--- src/rtl/cdb_rr_arbiter_pkg.sv ---
// Shared constants and packet types for the common data bus arbiter.
// Widths here are the machine defaults; the arbiter itself stays parameterised.
package cdb_rr_arbiter_pkg;

   localparam int CDB_NUM_FU = 4;
   localparam int CDB_XLEN   = 32;
   localparam int ROB_TAG_W  = 5;

   typedef logic [ROB_TAG_W-1:0] rob_tag_t;

   // Packing used by the top-level wrapper when bundling FU outputs and the CDB.
   typedef struct packed {
      logic                done;
      rob_tag_t            tag;
      logic [CDB_XLEN-1:0] value;
   } fu_out_packet_t;

   typedef struct packed {
      logic                valid;
      rob_tag_t            tag;
      logic [CDB_XLEN-1:0] value;
   } cdb_packet_t;

endpackage

--- src/rtl/cdb_rr_arbiter_rr_pick.sv ---
// Combinational rotating-priority picker: first set request at or after ptr,
// found by rotating a doubled request vector and priority-encoding the result.
module rr_pick #(
   parameter  int NUM_REQ = 4,
   localparam int IDX_W   = $clog2(NUM_REQ)
) (
   input  logic [NUM_REQ-1:0] req,
   input  logic [IDX_W-1:0]   ptr,
   output logic [NUM_REQ-1:0] gnt_onehot,
   output logic [IDX_W-1:0]   gnt_idx,
   output logic               any
);

   logic [2*NUM_REQ-1:0] dbl_req;
   logic [NUM_REQ-1:0]   rot_req;
   int                   sum;

   // Scanning downward lets the lowest rotated position (closest to ptr) win.
   always_comb begin
      dbl_req    = {req, req};
      rot_req    = NUM_REQ'(dbl_req >> ptr);
      any        = 1'b0;
      gnt_onehot = '0;
      sum        = 0;
      for (int i = NUM_REQ - 1; i >= 0; i--) begin
         if (rot_req[i]) begin
            any = 1'b1;
            sum = int'(ptr) + i;
         end
      end
      if (sum >= NUM_REQ) begin
         sum = sum - NUM_REQ;
      end
      gnt_idx = IDX_W'(sum);
      if (any) begin
         gnt_onehot = NUM_REQ'(1) << gnt_idx;
      end
   end

endmodule

--- src/rtl/cdb_rr_arbiter.sv ---
// Round-robin arbiter sharing the CDB among the functional units; holds the
// priority pointer and the registered broadcast.
module cdb_rr_arbiter
   import cdb_rr_arbiter_pkg::*;
#(
   parameter  int NUM_REQ = CDB_NUM_FU,
   parameter  int XLEN    = CDB_XLEN,
   parameter  int TAG_W   = $bits(rob_tag_t),
   localparam int IDX_W   = $clog2(NUM_REQ)
) (
   input  logic                           clock,
   input  logic                           reset,
   input  logic                           clear,
   input  logic                           cdb_stall,
   input  logic [NUM_REQ-1:0]             req_done,
   input  logic [NUM_REQ-1:0][TAG_W-1:0]  req_tag,
   input  logic [NUM_REQ-1:0][XLEN-1:0]   req_value,
   output logic [NUM_REQ-1:0]             ack,
   output logic                           cdb_valid,
   output logic [TAG_W-1:0]               cdb_tag,
   output logic [XLEN-1:0]                cdb_value,
   output logic [IDX_W-1:0]               cdb_src
);

   logic [IDX_W-1:0]   ptr;
   logic [NUM_REQ-1:0] gnt_onehot;
   logic [IDX_W-1:0]   gnt_idx;
   logic               any;
   logic               grant_en;
   logic [IDX_W-1:0]   ptr_next;

   rr_pick #(.NUM_REQ(NUM_REQ)) u_pick (
      .req        (req_done),
      .ptr        (ptr),
      .gnt_onehot (gnt_onehot),
      .gnt_idx    (gnt_idx),
      .any        (any)
   );

   // Reset level is folded in so no FU sees an ack while the arbiter is held in reset.
   always_comb begin
      grant_en = reset & ~clear & ~cdb_stall;
      ack      = grant_en ? gnt_onehot : '0;
      ptr_next = (gnt_idx == IDX_W'(NUM_REQ - 1)) ? '0 : gnt_idx + IDX_W'(1);
   end

   // A stalled broadcast stays on the bus; clear only kills the valid bit.
   always_ff @(posedge clock or negedge reset) begin
      if (!reset) begin
         ptr       <= '0;
         cdb_valid <= 1'b0;
         cdb_tag   <= '0;
         cdb_value <= '0;
         cdb_src   <= '0;
      end else if (clear) begin
         cdb_valid <= 1'b0;
      end else if (!cdb_stall) begin
         if (any) begin
            cdb_valid <= 1'b1;
            cdb_tag   <= req_tag[gnt_idx];
            cdb_value <= req_value[gnt_idx];
            cdb_src   <= gnt_idx;
            ptr       <= ptr_next;
         end else begin
            cdb_valid <= 1'b0;
         end
      end
   end

endmodule

--- config.mk ---
export PLATFORM = sky130hd
export DESIGN_NAME = cdb_rr_arbiter
export DESIGN_NICKNAME = d
export VERILOG_FILES = /design/src/rtl/cdb_rr_arbiter_pkg.sv /design/src/rtl/cdb_rr_arbiter_rr_pick.sv /design/src/rtl/cdb_rr_arbiter.sv
export SDC_FILE = /design/constraint.sdc
export NUM_CORES = 1
export LEC_CHECK = 0
export ABC_AREA = 0
export ABC_CLOCK_PERIOD_IN_PS = 2420
export CAP_MARGIN = 20
export CELL_PAD_IN_SITES_DETAIL_PLACEMENT = 1
export CELL_PAD_IN_SITES_GLOBAL_PLACEMENT = 1
export CORE_AREA = 2 2 113 115
export CTS_BUF_LIST = sky130_fd_sc_hd__clkbuf_8
export DETAILED_ROUTE_END_ITERATION = 6
export DIE_AREA = 0 0 115 117
export GPL_ROUTABILITY_DRIVEN = 0
export GPL_TIMING_DRIVEN = 0
export PLACE_DENSITY_LB_ADDON = 0.1
export SKIP_CTS_REPAIR_TIMING = 1
export SLEW_MARGIN = 40
export SYNTH_ARGS = -nofsm -noshare
export SYNTH_HDL_FRONTEND = slang
export SYNTH_SLANG_ARGS = --single-unit
--- constraint.sdc ---
create_clock -name clock -period 2.42 [get_ports clock]
set_clock_uncertainty 0.15 [all_clocks]
set_input_delay 0.363 -clock clock [delete_from_list [all_inputs] [get_ports clock]]
set_output_delay 0.363 -clock clock [all_outputs]
set_load 0.02 [all_outputs]
Yosys cells after proc, flatten, opt, wreduce, memory -nomap -nowiden:

Cells that the tools add are included.

* word-level logic and storage cells: 40
* output and inout port bits: 44
* bits in registers: 42

* bitwise gates (word level): 4
* mux-type cells: 19
* equal/unequal tests: 2
* reductions and logical operators: 1
* $add $sub $neg: 5
* $lt $le $gt $ge: 2
* shifts and indexed selects: 2

Operator list (number)
* 32-bit 2-to-1 mux: 5
* 32-bit binary-select mux with 2-bit select: 1
* 32-bit by 4-bit >= comparator with 1-bit output, second input constant: 1
* 5-bit binary-select mux with 2-bit select: 1
* 4-bit 2-to-1 mux: 2
* 8-bit by 2-bit right shift with 4-bit output: 1
* 1-bit 2-to-1 mux: 7
* 2-bit by 2-bit adder with 3-bit output, second input constant: 2
* 5-bit 2-to-1 mux: 1
* 2-bit 2-to-1 mux: 2
* 1-bit by 2-bit left shift with 4-bit output, first input constant: 1
* 2-bit by 1-bit adder with 3-bit output, second input constant: 1
* 2-bit by 3-bit < comparator with 1-bit output, second input constant: 1
* 3-bit AND reduction: 1
* 2-bit by 1-bit adder with 2-bit output, second input constant: 1
* 1-bit bitwise AND: 2
* 2-bit equality test, second input constant: 1
* 2-bit != test, second input constant: 1
* 1-bit NOT: 2
* 2-bit by 1-bit subtractor with 2-bit output, second input constant: 1

Longest topological paths before layout:

Gate-level depths: netlist (run 1).

* depth after elaboration: 10
* mapped depth: 8

Modules after synthesis:

From an unflattened synthesis (run 1), not the netlist that was laid out.

* cells, all modules: 174
* area total of the unflattened synthesis: 2666.3 um^2

By module, submodules not included
* cdb_rr_arbiter: times used 1, area each 2487.4 um^2, seq. area each 1051.0 um^2, cells an instance 142
* rr_pick: times used 1, area each 178.9 um^2, seq. area each 0.0 um^2, cells an instance 32

Worst setup path after synthesis (run 1):

No wires, ideal clock.

* path kind: reg-to-output
* start: register ptr[1]
* end: output ack[2]
* cell stages (with the launch flop): 7
* required time: 1.907 ns
* setup slack: 0.037 ns
* arrival time: 1.870 ns
* buffers on the path: 2
* cells stage by stage: dfrtp_1 > or3b_1 > o221ai_2 > buf_2 > buf_2 > nand3_1 > nor3_1

* word-level cells in the longest chain between the ends: 10
* elaborated cells between the ends (all ways): 18
* classes of those cells: 4 x add/sub; 1 x order compare; 2 x shift; 11 x mux

Ends and longest elaborated chain
* from (decl): RTL line cdb_rr_arbiter.sv:25 `logic [IDX_W-1:0] ptr;`
* from (signal assigned): RTL line cdb_rr_arbiter.sv:63 `ptr <= ptr_next;`
* 2-bit by 2-bit adder with 3-bit output or 8-bit by 2-bit right shift with 4-bit output (tied branches): RTL line cdb_rr_arbiter_rr_pick.sv:28, cdb_rr_arbiter_rr_pick.sv:21
* 32-bit 2-to-1 mux (4 in series): RTL line cdb_rr_arbiter_rr_pick.sv:26 `if (rot_req[i]) begin`
* 32-bit by 4-bit >= comparator with 1-bit output or 2-bit by 1-bit subtractor with 2-bit output (tied branches): RTL line cdb_rr_arbiter_rr_pick.sv:31, cdb_rr_arbiter_rr_pick.sv:32
* 2-bit 2-to-1 mux: RTL line cdb_rr_arbiter_rr_pick.sv:31 `if (sum >= NUM_REQ) begin`
* 1-bit by 2-bit left shift with 4-bit output: RTL line cdb_rr_arbiter_rr_pick.sv:36 `gnt_onehot = NUM_REQ'(1) << gnt_idx;`
* 4-bit 2-to-1 mux *: RTL line cdb_rr_arbiter_rr_pick.sv:35 `if (any) begin`
* 4-bit 2-to-1 mux *: RTL line cdb_rr_arbiter.sv:43 `ack = grant_en ? gnt_onehot : '0;`
* to (decl): RTL line cdb_rr_arbiter.sv:18 `output logic [NUM_REQ-1:0] ack,`

Every way passes the cells marked *; elsewhere a longest branch is shown, timed or not.

Worst setup path in the final report (run 1):

* start: register ptr[1]
* end: output ack[3]

The elaborated chain is that of the path after synthesis.

==> Implementation_results.wiki, run 1 <==
{| class="wikitable"
! Metric !! Value
|-
| Drt pass-1 iters || 4
|-
| Largest net degree at the start of global routing || 25
|-
| Per-cell routed wire length || between 15 and 20 um
|-
| Final net count || between 700 and 800
|-
| Row cnt || just over 40
|-
| HPWL reported at the end of detailed placement || a little under 10,000 um
|-
| Cell count after placement || between 700 and 800
|-
| Slew at the pin closest to its max-slew limit || a little over 0.6 ns
|-
| Final hold vios || 0
|-
| Filler cell count in the final layout || ~1,500
|-
| Via count of the first global-routing pass || 3,683
|-
| HP Class || reg2reg
|-
| Initial DRC Count || 143
|-
| Maximum fanout along the worst path || 6
|-
| R2r worst-path depth || 10
|-
| Required time worst endpoint || 1.91 ns
|-
| Arrival time of the worst setup path || 1.97 ns
|-
| Number of buffer and inverter stages on the critical path || 3
|-
| Post-synthesis sequential area ratio || between 30% and 40%
|-
| Die width || between 100 and 150 um
|-
| Slew margin rel. || 58.9%
|-
| Gate Count Post-Synth || 365
|-
| Worst path max stage delay || ~0.46 ns
|-
| Register area || between 1000 and 1500 um^2
|-
| Maximum clock frequency || about 400 MHz
|-
| HP Start || cdb_src[1]
|-
| Synthesized-area fraction occupied by ao, oa, aoi and oai cells || about 30%
|-
| Area of combinational cells with multiple inputs || 1630 um^2
|-
| Net switching share of the total power || between 40% and 50%
|-
| Power Total || 4.29 mW
|-
| Layout-stage area growth over the synthesis result || 93.5%
|-
| Synth Area in XOR/XNOR || 0%
|-
| Clock input transition at the sequential cells of the worst setup and hold paths || around 0.09 ns
|-
| Clock latency on the worst-skew pair || 0.30 ns
|-
| Count of cell types in the netlist || 27
|-
| Post-layout min period || ~2.5 ns
|-
| Post-Layout Inst Area || between 5000 and 6000 um^2
|-
| Worst hold path stage count || 2
|-
| Run status || finished with violations
|-
| Gate power share || between 50% and 60%
|-
| First-pass GRT wire length || around 20,000 um
|-
| Most frequent cells in the layout || sky130_fd_sc_hd__clkdlybuf4s50_1 (190), sky130_fd_sc_hd__nand2_1 (155), sky130_fd_sc_hd__a21oi_1 (56)
|-
| Count of final max-slew check failures || 0
|-
| Clk sink count || 42
|-
| Adder and majority gate portion of the synthesized area || less than 1%
|-
| Kind of end point of the critical path || output port
|-
| Number of buffers inserted by port buffering || 199
|-
| Worst path top cell family by delay || simple AND/OR/NAND/NOR gates
|-
| Worst-case hold slack || approximately 0.34 ns
|-
| Total length of routed wires || ~13,000 um
|-
| Area of the placeable core || 12,300 um^2
|-
| Synthesis Warnings || 0
|-
| R2R Path Start || ptr[1]
|-
| Max-cap viol count || 0
|-
| Violations in the final reports || setup timing
|-
| Internal power || 2.53 mW
|-
| Combinational family with the most area after synthesis || compound AO/OA/AOI/OAI gates
|-
| Final worst path period share || 102%
|-
| CP startpoint kind || flip-flop
|-
| Worst setup path start || ptr[1]
|-
| Cell at the root of the clock tree || sky130_fd_sc_hd__clkbuf_8
|-
| Antenna-violating nets left || 0
|-
| RSZ-0062 raised after global routing || yes
|-
| Clock share of power || between 10% and 20%
|-
| Die span in y || 117 um
|-
| Post-detailed-placement cell area || slightly below 5000 um^2
|-
| Endpoint of the worst register-to-register path || cdb_value[0]
|-
| Post-synthesis sequential element count || 42
|-
| Internal reg-to-reg setup slack || about 0.090 ns
|-
| Post-Syn Nets || approximately 520
|-
| Total gr overflow || 0
|-
| CTS tree || done
|-
| Power Dens Cells || between 800 and 900 nW/um^2
|-
| Layout cell share with drive strength beyond 1 || a little over an eighth
|-
| Cell area after synthesis || 2740 um^2
|-
| Number of antenna violations at the first check in global routing || 0
|-
| Deepest level of the CTS H-tree || 2
|-
| Standard cell with the maximum stage delay on the critical path || sky130_fd_sc_hd__dfrtp_2
|-
| Commonest non-fill, non-tap cell in the layout || sky130_fd_sc_hd__clkdlybuf4s50_1
|-
| Total of endpoints with negative setup slack in the final report || 3
|-
| Seq pwr share || between 20% and 30%
|-
| Initial core utilization || 22.2%
|-
| Setup ws final || -0.0603 ns
|-
| Leakage power total || 2.41 nW
|-
| Via count normalized by instance count || 4.72
|-
| Synth Area per Inst || 7.49 um^2
|-
| Die area || 13,500 um^2
|-
| Switch Pwr || approximately 1.8 mW
|-
| Critical path type || reg2out
|-
| Total via count after detailed routing || between 3,000 and 4,000
|-
| Cells along the critical path || or3b_4, o221ai_4, inv_2, buf_8, ha_4, and3_4, buf_6
|-
| Global Route Usage Sum || around a fifth
|-
| Maximum vdd ir drop || between 0.3 and 0.4 mV
|-
| Number of non-filler instances in the completed layout || roughly 740
|-
| TritonCTS Buffers || 5
|-
| Antenna Cells || 0
|-
| DRC violation count after routing || 0
|-
| Share of cell area taken by muxes after synthesis || 0.366%
|-
| Top-level I/O count || 200
|-
| Maximum number of buffers from clock root to sink || 2
|-
| Post-Synth Simple-Gate Area || 24.6%
|-
| Endpoint of the worst hold path || cdb_src[1]
|}
## stage by stage
stage / TNS (ns) / util, % / setup slack, ns
CTS: -6.48 / 40.9 / -1.13
global route: -0.409 / 43.0 / -0.153
floorplan: 0 / - / 0.0372
detailed placement: -18.71 / 40.1 / -1.13
global placement: -50.60 / 39.9 / -1.81
finish: -0.119 / 43.0 / -0.0603
## worst reg2reg max path, stage by stage (launching register included)
cell and delay (ns):
sky130_fd_sc_hd__dfrtp_2 0.46, sky130_fd_sc_hd__or3b_4 0.42, sky130_fd_sc_hd__o221ai_4 0.10, sky130_fd_sc_hd__inv_2 0.10, sky130_fd_sc_hd__buf_4 0.14, sky130_fd_sc_hd__buf_4 0.12
sky130_fd_sc_hd__buf_4 0.18, sky130_fd_sc_hd__buf_6 0.16, sky130_fd_sc_hd__nand2_1 0.09, sky130_fd_sc_hd__a21oi_1 0.06, sky130_fd_sc_hd__a211o_1 0.23
## Yosys cell counts, drive strengths merged
master    n  share of area, %
a211o    37                12
a21boi    2              0.55
a21oi    75                16
and3      1              0.23
and3b     1              0.32
buf      17               3.8
clkbuf   11               1.5
dfrtp    42                38
ha        1              0.46
inv       2              0.27
mux2i     1              0.37
nand2   155                21
nand3     2              0.37
nor2      6              0.82
nor3      2              0.37
nor4      1              0.46
o21a      1              0.27
o21ai     2              0.50
o221ai    1              0.55
o22ai     1              0.23
o31ai     1              0.27
or3       2              0.46
or3b      1              0.32
## logic make-up (layout without fill, tap and decap cells)
| family | count (synthesis) | after routing |
|---|---|---|
| simple gates | 171 | 171 |
| compound gates | 120 | 120 |
| flops | 42 | 42 |
| buf+inv | 30 | 251 |
| fa+ha+maj | 1 | 1 |
| mux | 1 | 1 |
## worst max path at each step
stage          cells after the start  slack [ns]  endpoint
2_1_floorplan                      6        0.04    ack[2]
3_3_place_gp                       4       -1.81    ack[2]
5_1_grt                            7       -0.15    ack[2]
3_5_place_dp                       8       -1.13    ack[3]
6_report                           7       -0.06    ack[3]
4_1_cts                            8       -1.13    ack[3]
## sequential cells by signal (all words and copies together) (netlist names)
register / flops
cdb_valid: 1
ptr: 2
cdb_tag: 5
cdb_src: 2
cdb_value: 32
## per-layer routing
metal | track usage, % | vias up | wire (um)
met5 | 0 | - | 0
met4 | 2.65 | 0 | 53
met3 | 5.61 | 4 | 1170
met2 | 34.3 | 137 | 6270
met1 | 22.5 | 1644 | 5570
li1 | - | 1687 | -
## power by group through the flow
stage | logic [mW] | registers, mW | clock network, mW
floorplan | 0.848 | 1.47 | 0
detailed placement | 2.35 | 1.17 | 0
CTS | 2.36 | 1.16 | 0.585
global route | 2.76 | 1.20 | 0.613
finish | 2.55 | 1.16 | 0.576
global placement | 2.31 | 1.15 | 0
## final cells by class
class | instances | area share [%]
Buffer | 28 | 3.69
Clock buffer | 5 | 1.30
Clock inverter | 3 | 0.709
Inverter | 2 | 0.142
Multi-Input combinational cell | 293 | 30.7
Sequential cell | 42 | 19.9
Tap cell | 150 | 3.55
Timing Repair Buffer | 213 | 40.0
Power figures use the tool's default switching activity.
==> run 2, diff against run 1 <==
Settings changed: ABC_CLOCK_PERIOD_IN_PS 2420 to 2700.
Clock period 2.42 ns to 2.7 ns, I/O delays scaled along.
==> Implementation_results.wiki, run 2 (synthesis results as in run 1) <==
{| class="wikitable"
! Metric !! Value
|-
| Run status || finished clean
|-
| Initial DRC Count || between 150 and 200
|-
| Maximum clock frequency || about 390 MHz
|-
| Number of flip-flops under the largest register name || 32
|-
| Largest net degree at the start of global routing || 25
|-
| Layout cell share with drive strength beyond 1 || a little over a tenth
|-
| Final net count || around 740
|-
| Layout-stage area growth over the synthesis result || 88.3%
|-
| TritonCTS Buffers || 5
|-
| Util after Layout || 41.8%
|-
| Drt pass-1 iters || 4
|-
| Post-layout min period || 2.59 ns
|-
| Area of combinational cells with multiple inputs || 1560 um^2
|-
| R2R Path Start || ptr[1]
|-
| Commonest non-fill, non-tap cell in the layout || sky130_fd_sc_hd__clkdlybuf4s50_1
|-
| Global Route Usage Sum || a little under a fifth
|-
| Deepest level of the CTS H-tree || 2
|-
| Worst-case hold slack || 0.341 ns
|-
| CP startpoint kind || flip-flop
|-
| Area of the placeable core || ~12,000 um^2
|-
| Clock input transition at the sequential cells of the worst setup and hold paths || 0.09 ns
|-
| Clk sink count || 42
|-
| Endpoint of the worst register-to-register path || cdb_tag[4]
|-
| Total length of routed wires || between 10,000 and 15,000 um
|-
| Internal reg-to-reg setup slack || roughly 0.35 ns
|-
| CTS tree || done
|-
| Register area || around 1100 um^2
|-
| Endpoint of the worst hold path || cdb_src[1]
|-
| Slew at the pin closest to its max-slew limit || 0.623 ns
|-
| Antenna Cells || 0
|-
| Row cnt || 41
|-
| Filler cell count in the final layout || between 1,500 and 2,000
|-
| Post-Route Setup TNS || 0 ns
|-
| Largest regs || cdb_value (32), cdb_tag (5)
|-
| HP Start || cdb_src[1]
|-
| Slew margin rel. || between 50% and 60%
|-
| Number of antenna violations at the first check in global routing || 0
|-
| Worst setup path start || ptr[1]
|-
| Number of buffers inserted by port buffering || a little under 200
|-
| Kind of end point of the critical path || output port
|-
| Die area || approximately 13,000 um^2
|-
| Via count of the first global-routing pass || ~3,700
|-
| Maximum vdd ir drop || about 0.32 mV
|-
| Total of endpoints with negative setup slack in the final report || 0
|-
| Worst hold path stage count || 2
|-
| Power Dens Cells || 718 nW/um^2
|-
| Arrival time of the worst setup path || 2.03 ns
|-
| HP Class || reg2reg
|-
| Most frequent cells in the layout || sky130_fd_sc_hd__clkdlybuf4s50_1 (190), sky130_fd_sc_hd__nand2_1 (155), sky130_fd_sc_hd__a21oi_1 (56)
|-
| Leakage power total || approximately 2.4 nW
|-
| Critical path type || reg2out
|-
| Maximum fanout along the worst path || 10
|-
| Total via count after detailed routing || roughly 3,400
|-
| Top-level I/O count || 200
|-
| HPWL reported at the end of detailed placement || a little under 10,000 um
|-
| RSZ-0062 raised after global routing || no
|-
| Final worst path period share || ~96%
|-
| Maximum number of buffers from clock root to sink || 2
|-
| First-pass GRT wire length || a little under 20,000 um
|-
| Antenna-violating nets left || 0
|-
| Clock latency on the worst-skew pair || a little under 0.3 ns
|-
| R2r worst-path depth || 6
|-
| Max-cap viol count || 0
|-
| Cell at the root of the clock tree || sky130_fd_sc_hd__clkbuf_8
|-
| Initial core utilization || 22.2%
|-
| Via count normalized by instance count || around 4.7
|-
| Count of final max-slew check failures || 0
|-
| Die width || 115 um
|-
| Required time worst endpoint || ~2.1 ns
|-
| DRC violation count after routing || 0
|-
| Total gr overflow || 0
|-
| Top reg by flops || cdb_value
|-
| Final hold vios || 0
|-
| Die span in y || 117 um
|-
| Per-cell routed wire length || about 18 um
|}
==> run 2: power by group <==
part	switching [mW]	total, mW	internal (mW)
clock	0.241	0.511	0.270
combinational	1.12	2.15	1.03
sequential	0.159	1.04	0.877
total	1.52	3.70	2.18
==> run 2: final cells by class <==
type / instances / area share [%]
tap: 150 / 3.64
buffer: 27 / 2.99
clock inverter: 3 / 0.729
timing repair buffer: 208 / 40.5
sequential: 42 / 20.4
inverter: 2 / 0.146
clock buffer: 5 / 1.34
multi-input combinational: 293 / 30.2
==> run 2: through the flow <==
stage | instances | instance area, um^2 | power, mW | setup WS [ns]
2_1_floorplan | 365 | 2740 | 2.08 | 0.272
3_3_place_gp | 714 | 4910 | 3.10 | -1.62
3_5_place_dp | 715 | 4930 | 3.15 | -0.933
4_1_cts | 723 | 5040 | 3.68 | -0.931
5_1_grt | 730 | 5150 | 3.96 | 0.00458
6_report | 730 | 5150 | 3.70 | 0.113
==> run 2: worst max path at each step <==
stage / slack (ns) / endpoint / depth (start not counted)
CTS: -0.93 / ack[3] / 8
detailed placement: -0.93 / ack[3] / 8
floorplan: 0.27 / ack[2] / 6
finish: 0.11 / ack[3] / 7
global placement: -1.62 / ack[2] / 4
global route: 0.005 / ack[3] / 7
==> run 2: worst max-delay path, cell delays in order, from the launching register on <==
cell,delay (ns)
sky130_fd_sc_hd__dfrtp_2,0.47
sky130_fd_sc_hd__or3b_4,0.40
sky130_fd_sc_hd__o221ai_4,0.10
sky130_fd_sc_hd__inv_2,0.10
sky130_fd_sc_hd__buf_6,0.15
sky130_fd_sc_hd__ha_1,0.19
sky130_fd_sc_hd__and3_1,0.17
sky130_fd_sc_hd__clkbuf_2,0.15
==> run 2: layer usage <==
layer  wire length, um  GRT usage (%)  vias to the layer above
met5                 0              0                        -
met4                37           2.65                        0
met3              1130           5.61                        2
met2              6220           34.3                      129
met1              5550           22.5                     1622
li1                  -              -                     1672
